`src/rtl/tape_in_pkg.sv`:
```
// -----------------------------------------------------------------------------
// tape_in_pkg
// Shared types and default constants for the cassette input decoder.
//   - tape_state_e  : measurement FSM states (IDLE, ARMED, RUN, LOST)
//   - *_DEF         : default FILT_LEN / CNT_W / MIN_W values
//   - width_entry_t : one published half-period as stored by the optional
//                     width FIFO (TAPE_IN_WIDTH_FIFO_EN)
// -----------------------------------------------------------------------------
package tape_in_pkg;

  localparam int FILT_LEN_DEF = 4;   // consecutive ce samples to accept a level change
  localparam int CNT_W_DEF    = 12;  // half-period counter width
  localparam int MIN_W_DEF    = 3;   // shorter widths are treated as noise

  // Widest counter the FIFO entry can carry; narrower counters are zero-extended.
  localparam int CNT_W_MAX    = 16;

  typedef enum logic [1:0] {
    ST_IDLE  = 2'd0,
    ST_ARMED = 2'd1,
    ST_RUN   = 2'd2,
    ST_LOST  = 2'd3
  } tape_state_e;

  typedef struct packed {
    logic                 ovf;
    logic                 lvl;
    logic [CNT_W_MAX-1:0] width;
  } width_entry_t;

endpackage

```
`src/rtl/tape_in_filter.sv`:
```
// -----------------------------------------------------------------------------
// tape_in_filter
// Two-flop synchroniser for the raw cassette input followed by a glitch
// filter that only accepts a level change after FILT_LEN consecutive
// differing samples taken on ce.
// Ports:
//   clk_sys    in   system clock
//   reset_n    in   asynchronous active-low reset
//   ce         in   sample strobe, one clk_sys cycle wide
//   tape_in    in   raw asynchronous cassette input
//   level      out  filtered level
//   edge_pulse out  one-cycle pulse, high in the cycle the new level appears
// -----------------------------------------------------------------------------
module tape_in_filter
  import tape_in_pkg::*;
#(
  parameter int FILT_LEN = FILT_LEN_DEF
) (
  input  logic clk_sys,
  input  logic reset_n,
  input  logic ce,
  input  logic tape_in,
  output logic level,
  output logic edge_pulse
);

  logic       sync_a;
  logic       sync_b;
  logic [3:0] run_cnt;

  // Synchroniser runs every cycle; ce gating would only add latency.
  always_ff @(posedge clk_sys or negedge reset_n) begin
    if (!reset_n) begin
      sync_a <= 1'b0;
      sync_b <= 1'b0;
    end else begin
      // NOTE: non-blocking assignments make sync_b take the old sync_a,
      // which is exactly the two-stage shift we want.
      sync_a <= tape_in;
      sync_b <= sync_a;
    end
  end

  // run_cnt counts how many ce samples in a row disagreed with level; the
  // sample that finds it already at FILT_LEN-1 is the FILT_LEN-th one.
  always_ff @(posedge clk_sys or negedge reset_n) begin
    if (!reset_n) begin
      run_cnt    <= 4'd0;
      level      <= 1'b0;
      edge_pulse <= 1'b0;
    end else begin
      edge_pulse <= 1'b0;
      if (ce) begin
        if (sync_b != level) begin
          if (run_cnt == 4'(FILT_LEN - 1)) begin
            level      <= ~level;
            run_cnt    <= 4'd0;
            edge_pulse <= 1'b1;
          end else begin
            run_cnt <= run_cnt + 4'd1;
          end
        end else begin
          run_cnt <= 4'd0;
        end
      end
    end
  end

endmodule

```
`src/rtl/tape_in_decoder.sv`:
```
// -----------------------------------------------------------------------------
// tape_in_decoder
// Conditions the cassette input for the 177716 system register (bit 5) and,
// while the motor is on, measures half-period widths between accepted edges
// in ce ticks so a loader can classify bits.
// Ports:
//   clk_sys   in   system clock
//   reset_n   in   asynchronous active-low reset
//   ce        in   sample strobe (ce_12mp), one clk_sys cycle wide
//   tape_in   in   raw asynchronous cassette input
//   motor_on  in   motor enable level from the system register
//   tape_bit  out  filtered tape level
//   active    out  high while measuring (RUN)
//   width_stb out  publish pulse (FIFO build: FIFO non-empty)
//   width_o   out  measured half-period in ce ticks
//   width_lvl out  level held during the measured half-period
//   width_ovf out  published width was saturated
//   width_ack in   pops one FIFO entry (FIFO build only)
// Build option: define TAPE_IN_WIDTH_FIFO_EN to queue publishes in an
// 8-entry FIFO instead of a single overwrite register.
// -----------------------------------------------------------------------------
module tape_in_decoder
  import tape_in_pkg::*;
#(
  parameter int FILT_LEN = FILT_LEN_DEF,
  parameter int CNT_W    = CNT_W_DEF,
  parameter int MIN_W    = MIN_W_DEF
) (
  input  logic             clk_sys,
  input  logic             reset_n,
  input  logic             ce,
  input  logic             tape_in,
  input  logic             motor_on,
  output logic             tape_bit,
  output logic             active,
  output logic             width_stb,
  output logic [CNT_W-1:0] width_o,
  output logic             width_lvl,
  output logic             width_ovf,
  input  logic             width_ack
);

  localparam logic [CNT_W-1:0] CNT_MAX = '1;

  logic             lvl;
  logic             edge_pulse;

  tape_state_e      state, state_nx;
  logic [CNT_W-1:0] cnt, cnt_nx;
  logic             pub;
  logic [CNT_W-1:0] pub_width;
  logic             pub_ovf;

  tape_in_filter #(.FILT_LEN(FILT_LEN)) u_filter (
    .clk_sys    (clk_sys),
    .reset_n    (reset_n),
    .ce         (ce),
    .tape_in    (tape_in),
    .level      (lvl),
    .edge_pulse (edge_pulse)
  );

  assign tape_bit = lvl;
  assign active   = (state == ST_RUN);

  // Priority inside each state: motor off, then edge, then ce. That makes a
  // motor drop beat a coincident edge, and an edge beat a coincident ce.
  always_comb begin
    // NOTE: defaults first, so no branch leaves an output unassigned and
    // no latch is inferred.
    state_nx  = state;
    cnt_nx    = cnt;
    pub       = 1'b0;
    pub_width = cnt;
    pub_ovf   = 1'b0;
    case (state)
      ST_IDLE: begin
        cnt_nx = '0;
        if (motor_on) state_nx = ST_ARMED;
      end
      ST_ARMED: begin
        cnt_nx = '0;
        if (!motor_on)       state_nx = ST_IDLE;
        else if (edge_pulse) state_nx = ST_RUN;   // first edge only starts timing
      end
      ST_RUN: begin
        if (!motor_on) begin
          state_nx = ST_IDLE;
          cnt_nx   = '0;
        end else if (edge_pulse) begin
          pub    = (cnt >= CNT_W'(MIN_W));
          cnt_nx = '0;
        end else if (ce) begin
          cnt_nx = (cnt == CNT_MAX) ? cnt : cnt + 1'b1;
          if (cnt_nx == CNT_MAX) state_nx = ST_LOST;
        end
      end
      ST_LOST: begin
        cnt_nx = CNT_MAX;
        if (!motor_on) begin
          state_nx = ST_IDLE;
          cnt_nx   = '0;
        end else if (edge_pulse) begin
          state_nx  = ST_RUN;
          cnt_nx    = '0;
          pub       = 1'b1;
          pub_width = CNT_MAX;
          pub_ovf   = 1'b1;
        end
      end
      default: begin
        state_nx = ST_IDLE;
        cnt_nx   = '0;
      end
    endcase
  end

  always_ff @(posedge clk_sys or negedge reset_n) begin
    if (!reset_n) begin
      state <= ST_IDLE;
      cnt   <= '0;
    end else begin
      state <= state_nx;
      cnt   <= cnt_nx;
    end
  end

`ifdef TAPE_IN_WIDTH_FIFO_EN

  width_entry_t mem [8];
  width_entry_t head;
  logic [2:0]   wr_ptr, rd_ptr;
  logic [3:0]   fill;
  logic         pop, do_push;
  logic         fifo_overflow;
  logic         motor_d;
  logic         unused_fifo;

  assign pop     = width_ack && (fill != 4'd0);
  // A full FIFO still accepts a push when the same cycle frees a slot.
  assign do_push = pub && ((fill != 4'd8) || pop);

  // NOTE: the storage array is deliberately left out of reset; fill gates
  // every read, so stale contents are never visible.
  always_ff @(posedge clk_sys) begin
    if (do_push) mem[wr_ptr] <= '{ovf: pub_ovf, lvl: ~lvl, width: CNT_W_MAX'(pub_width)};
  end

  always_ff @(posedge clk_sys or negedge reset_n) begin
    if (!reset_n) begin
      wr_ptr        <= 3'd0;
      rd_ptr        <= 3'd0;
      fill          <= 4'd0;
      fifo_overflow <= 1'b0;
      motor_d       <= 1'b0;
    end else begin
      motor_d <= motor_on;
      if (state == ST_IDLE) begin
        wr_ptr <= 3'd0;
        rd_ptr <= 3'd0;
        fill   <= 4'd0;
      end else begin
        if (do_push) wr_ptr <= wr_ptr + 3'd1;
        if (pop)     rd_ptr <= rd_ptr + 3'd1;
        fill <= fill + {3'd0, do_push} - {3'd0, pop};
      end
      if (motor_d && !motor_on)  fifo_overflow <= 1'b0;
      else if (pub && !do_push)  fifo_overflow <= 1'b1;
    end
  end

  assign head      = mem[rd_ptr];
  assign width_stb = (fill != 4'd0);
  assign width_o   = width_stb ? head.width[CNT_W-1:0] : '0;
  assign width_lvl = width_stb & head.lvl;
  assign width_ovf = width_stb & head.ovf;

  // Overflow flag is kept for debug visibility only.
  assign unused_fifo = fifo_overflow;

`else

  logic unused_ack;
  assign unused_ack = width_ack;

  // The edge cycle already shows the new level, so the level that was held
  // during the finished half-period is its complement.
  always_ff @(posedge clk_sys or negedge reset_n) begin
    if (!reset_n) begin
      width_stb <= 1'b0;
      width_o   <= '0;
      width_lvl <= 1'b0;
      width_ovf <= 1'b0;
    end else begin
      width_stb <= pub;
      if (pub) begin
        width_o   <= pub_width;
        width_lvl <= ~lvl;
        width_ovf <= pub_ovf;
      end
    end
  end

`endif

endmodule

```
`config.mk`:
```
export PLATFORM = sky130hd
export DESIGN_NAME = tape_in_decoder
export DESIGN_NICKNAME = d
export VERILOG_FILES = /design/src/rtl/tape_in_pkg.sv /design/src/rtl/tape_in_filter.sv /design/src/rtl/tape_in_decoder.sv
export SDC_FILE = /design/constraint.sdc
export NUM_CORES = 1
export LEC_CHECK = 0
export BUFFER_PORTS_ARGS = -buffer_cell sky130_fd_sc_hd__buf_2
export CAP_MARGIN = 0
export CORE_MARGIN = 4
export CORE_UTILIZATION = 40
export DETAILED_ROUTE_END_ITERATION = 6
export PLACE_DENSITY_LB_ADDON = 0.05
export SLEW_MARGIN = 20
export SYNTH_ARGS = -nofsm -noshare
export SYNTH_HDL_FRONTEND = slang
export SYNTH_SLANG_ARGS = --single-unit
```
`constraint.sdc`:
```
create_clock -name clk_sys -period 2.6 [get_ports clk_sys]
set_input_delay 0.52 -clock clk_sys [delete_from_list [all_inputs] [get_ports clk_sys]]
set_output_delay 0.52 -clock clk_sys [all_outputs]
set_load 0.01 [all_outputs]
```
* After elaboration in Yosys (flattened, before gate mapping)
Cells that the tools add are included.
Storage, ports and cells: bits in writable memories 0, memory bits (read-only) 0, word-level logic and storage cells 62, output and inout bits 17, bits in latches 0, memories kept 0, bits in registers 37
Cells by class: order comparisons 1, mux-type cells 29, add/subtract/negate cells 2, bitwise logic cells 1, reductions and logical operators 5, multipliers 0, div/mod/pow operators 0, equal/unequal tests 13, shift-type cells 0
Operators with widths (count):
- $mux 12 | 9
- $pmux 12 s3 | 1
- $eq 12x12->1 const B | 2
- $mux 2 | 7
- $add 12x1->12 const B | 1
- $ge 12x2->1 const B | 1
- $mux 1 | 8
- $mux 4 | 2
- $ne 3x2->1 const B | 2
- $ne 3x3->1 const B | 2
- $pmux 2 s3 | 1
- $reduce_and 5->1 | 1
- $add 4x1->4 const B | 1
- $eq 2x2->1 const B | 2
- $eq 4x2->1 const B | 1
- $ne 4x3->1 const B | 1
- $reduce_or 2->1 | 2
- $reduce_and 3->1 | 1
- $eq 2x1->1 const B | 1
- $logic_not 2->1 | 1
- $ne 2x2->1 const B | 1
- $pmux 1 s2 | 1
- $ne 1x1->1 | 1
- $not 1->1 | 1

* Depth between registers and ports, before layout
depth after elaboration 8, depth in mapped cells 7, depth with buffers taken out 6

* Hierarchy
A second synthesis with hierarchy kept.
Second synthesis, totals: cell total of the unflattened synthesis 188, area, all modules 1915.6 um^2
Modules (own cells, without submodules):
- tape_in_decoder | seq. area each 725.7 um^2, area an instance 1556.5 um^2, cells an instance 159, instances 1
- tape_in_filter | seq. area each 200.2 um^2, area an instance 359.1 um^2, cells an instance 29, instances 1

* Worst setup path before layout
No wires, ideal clock.
path kind reg2reg, from reg cnt[1], to reg cnt[1], period minus slack after synthesis 1797 ps, cell stages (with the launch flop) 7, setup time 132 ps, slack 803 ps, data arrival time 1665 ps, cells stage by stage dfrtp_1 -> ha_1 -> nand3_4 -> nor4_4 -> or2b_2 -> mux2i_1 -> a21oi_1
On the way: word-level cells in the longest chain between the ends 6, elaborated cells between the ends (all ways) 7
Ends and longest elaborated chain:
- start, declared | line tape_in_decoder.sv:49 | logic [CNT_W-1:0] cnt, cnt_nx;
- start signal, assigned | line tape_in_decoder.sv:124 | cnt <= cnt_nx;
- $add 12x1->12 or $eq 12x12->1 (tied branches) | line tape_in_decoder.sv:94 | cnt_nx = (cnt == CNT_MAX) ? cnt : cnt + 1'b1;
- $mux 12 * | line tape_in_decoder.sv:94
- $mux 12 * | line tape_in_decoder.sv:93 | end else if (ce) begin
- $mux 12 * | line tape_in_decoder.sv:90 | end else if (edge_pulse) begin
- $mux 12 * | line tape_in_decoder.sv:87 | if (!motor_on) begin
- $pmux 12 s3 * | line tape_in_decoder.sv:76 | case (state)
Mark *: on every way between the ends. The rest lies on a longest branch, timed or not. The select of a mux whose other input is x is not followed. A chain may end at the register's enable or synchronous reset.

* Worst setup path after layout
Same ends and word-level chain as after synthesis.

==> flow_summary.toml <==
[outcome]
status = "complete, no violations"

[global_route]
grt_pass1_vias = 1562
grt_max_degree = 38
grt.met2_usage_pct = 24.1
antenna_found_initial = 0
track_usage_pct = 16.0
gr-total-overflow = 0
busiest_layer = "met2"
grt_pass1_wl_mm = 7.75
met1_usage_pct = 22.8
met3_usage_pct = 3.48

[detailed_routing]
drtIter0Drc = 51
routed_via_density = 5.51
drcViolationCount = 0
drtPass1Iterations = 4
wire_per_inst_um = 16.0
final_antenna_net_count = 0
vias = 1521
routed_wl_mm = 4.43

[floorplan]
start_util_pct = 41.1
core_mm2 = 0.00472
die_h_um = 77.6
die_area_mm2 = 0.00603
rows = 25
ios = 23
dieWidth_um = 77.6

[finish]
drive_gt1_share_pct = 18.2
utilization_pct = 46.3
multiInputGateArea_um2 = 927
nets = 216
seqCellArea_um2 = 926
area_growth_pct = 12.6
fillers = 470
antenna_cells = 0

[logic_synthesis]
yosys.area.top_type = "dfrtp_1"
ys_seq_area_share_pct = 47.7
yosys-top-cells-area = "dfrtp_1, o22a_1, mux2i_1"
yosysTopAreaCellShare_pct = 47.7
syn_inst = 192
synth.avg_cell_area_um2 = 10.1
synthArstFlopShare_pct = 100
synth-seq-cells = 37
synth_nets = 200
yosysUniqueCellTypes = 46
ys_warn_count = 0
synth_edf_count = 0
synthFlopType = "dfrtp_1"
synth_area_mm2 = 0.00194

[setup_path]
worstSetupStartpointType = "flip-flop"
end_kind = "flip-flop"
critPathRequiredTime_ns = 2.76
crit_type = "flip-flop to flip-flop"
cp_max_fo = 8
cp.arrival_ns = 2.33

[pwr]
combPwrFrac_pct = 10.5
switching_share_pct = 25.1
power_frac_clock_pct = 40.1
p_switching_w = 0.000326
p_int_w = 0.000971
max-vdd-ir-drop_mv = 0.322
power_frac_seq_pct = 49.4
leakage_nw = 1.02
powerDensity_mw_per_mm2 = 594
p_total_w = 0.00130

[sta]
final.setup.tns_ns = 0
relSlewSlack_pct = 44.5
hold_viol_final = 0
finClkSkew_ns = 0.00811
setup_slack_ns = 0.434
fin_crit_sh_pct = 83.3
maxSlewViolCount = 0
finalCriticalPeriod_ns = 2.17
finalSetupViolations = 0
clock.fmax_mhz = 462
worst_pin_slew_ns = 0.832
grt_setup_unrepaired = "no"

[clock_network]
clkTransAtPathRegs_ns = 0.08
clock_path_buffers = 2
post_cts_buffers = 0
clock_sinks = 37
ctsHtreeMaxLevel = 2
post_cts_resized = 0
holdBufCountCts = 0
cts_tree = "built"
root_buffer = "clkbuf_8"
clk_latency_ns = 0.29
cts_made_buffers = 5

[place]
post-place-ws_ns = 0.440
place_hpwl_mm = 3.02
port_buffers = 21
gp_congestion = 0.839

[worst_hold_path]
hold_class = "primary input to asynchronous set/reset pin"

[run]
max-cap-violations = 0
## power by group through the flow
stage / Sequential [W] / Clock, W / Combinational, W
3_5_place_dp: 0.000651 / 0 / 0.000136
5_1_grt: 0.000645 / 0.000564 / 0.000156
3_3_place_gp: 0.000649 / 0 / 0.000125
4_1_cts: 0.000640 / 0.000531 / 0.000137
6_report: 0.000640 / 0.000521 / 0.000136
2_1_floorplan: 0.000646 / 0 / 0.0000880
## per-layer routing
layer | routed length [um] | vias up | share of wire (%)
li1 | - | 731 | -
met1 | 2250 | 758 | 51
met2 | 1940 | 27 | 44
met3 | 172 | 5 | 3.9
met4 | 62 | 0 | 1.4
met5 | 0 | - | 0
## final cells by class
class                           count  area share [%]
Multi-Input combinational cell    137            42.4
Sequential cell                    37            42.4
Timing Repair Buffer               22            5.15
Clock buffer                        7            3.95
Tap cell                           67            3.84
Clock inverter                      1            1.37
Inverter                            5           0.859
## Yosys cell counts (all sizes together), types with 2 or more instances
master	instances
o22a	11
or3	2
ha	2
mux2i	8
nand3b	2
a21o	2
mux2	3
a21oi	10
nor3	4
nand2	18
clkbuf	4
xor2	4
nor3b	2
o21ai	16
inv	4
a21boi	3
nand4	7
a31oi	2
nand3	9
o21a	2
buf	9
nor4	3
nor2b	6
nor2	6
dfrtp	37
## through the flow
step	cell area, um2	hold slack (ns)	instances
global placement	2070	0.335	268
finish	2180	0.322	276
CTS	2180	0.331	276
global route	2180	0.329	276
detailed placement	2070	0.355	268
floorplan	1940	0.224	192
## sequential cells by signal, summed over array words and instances, names as in the netlist
signal	cells
u_filter.edge_pulse	1
width_o	12
cnt	12
u_filter.sync_a	1
u_filter.run_cnt	4
width_stb	1
state	2
u_filter.level	1
width_lvl	1
width_ovf	1
u_filter.sync_b	1
## logic make-up after synthesis
group                    share of synthesized area, %
AND/OR/NAND/NOR                                  19.9
flip-flops                                       47.7
XOR/XNOR                                         2.26
adder cells (fa/ha/maj)                          1.29
multiplexers                                     5.87
buffers and inverters                            4.45
AO/OA/AOI/OAI                                    18.5
## worst paths after layout
path	cells past startpoint	end	slack, ns	from
max in group asynchronous	1	u_filter.run_cnt[0]$_DFFE_PN0P_	1.74	reset_n
min in group clk_sys	1	u_filter.sync_a$_DFF_PN0_	0.34	tape_in
worst max-delay path	6	cnt[1]$_DFFE_PN0P_	0.43	cnt[1]$_DFFE_PN0P_
worst min register to register	0	u_filter.sync_b$_DFF_PN0_	0.36	u_filter.sync_a$_DFF_PN0_
worst max register to register	6	cnt[1]$_DFFE_PN0P_	0.43	cnt[1]$_DFFE_PN0P_
worst min-delay path	1	cnt[2]$_DFFE_PN0P_	0.32	reset_n
## worst max-delay path, cell delays in order (launching register included)
cell and delay [ns]:
dfrtp_1 0.49, ha_1 0.42, nand3_4 0.17, nor4_4 0.44, or2b_2 0.24, mux2i_1 0.19
a21oi_1 0.08
## cells in the final DEF, fill, tap and decap left out, types with 3 or more instances in the layout
| cell | instances |
|---|---|
| dfrtp_1 | 37 |
| buf_2 | 21 |
| nand2_1 | 18 |
| o21ai_0 | 14 |
| o22a_1 | 11 |
| a21oi_1 | 10 |
| nand3_1 | 8 |
| mux2i_1 | 8 |
| nor2b_1 | 6 |
| nor2_1 | 6 |
| nand4_1 | 6 |
| clkbuf_8 | 6 |
| nor3_1 | 4 |
| xor2_1 | 4 |
| inv_1 | 4 |
| a21boi_0 | 3 |
| mux2_2 | 3 |
No activity file was read; power rests on OpenSTA's default activity.
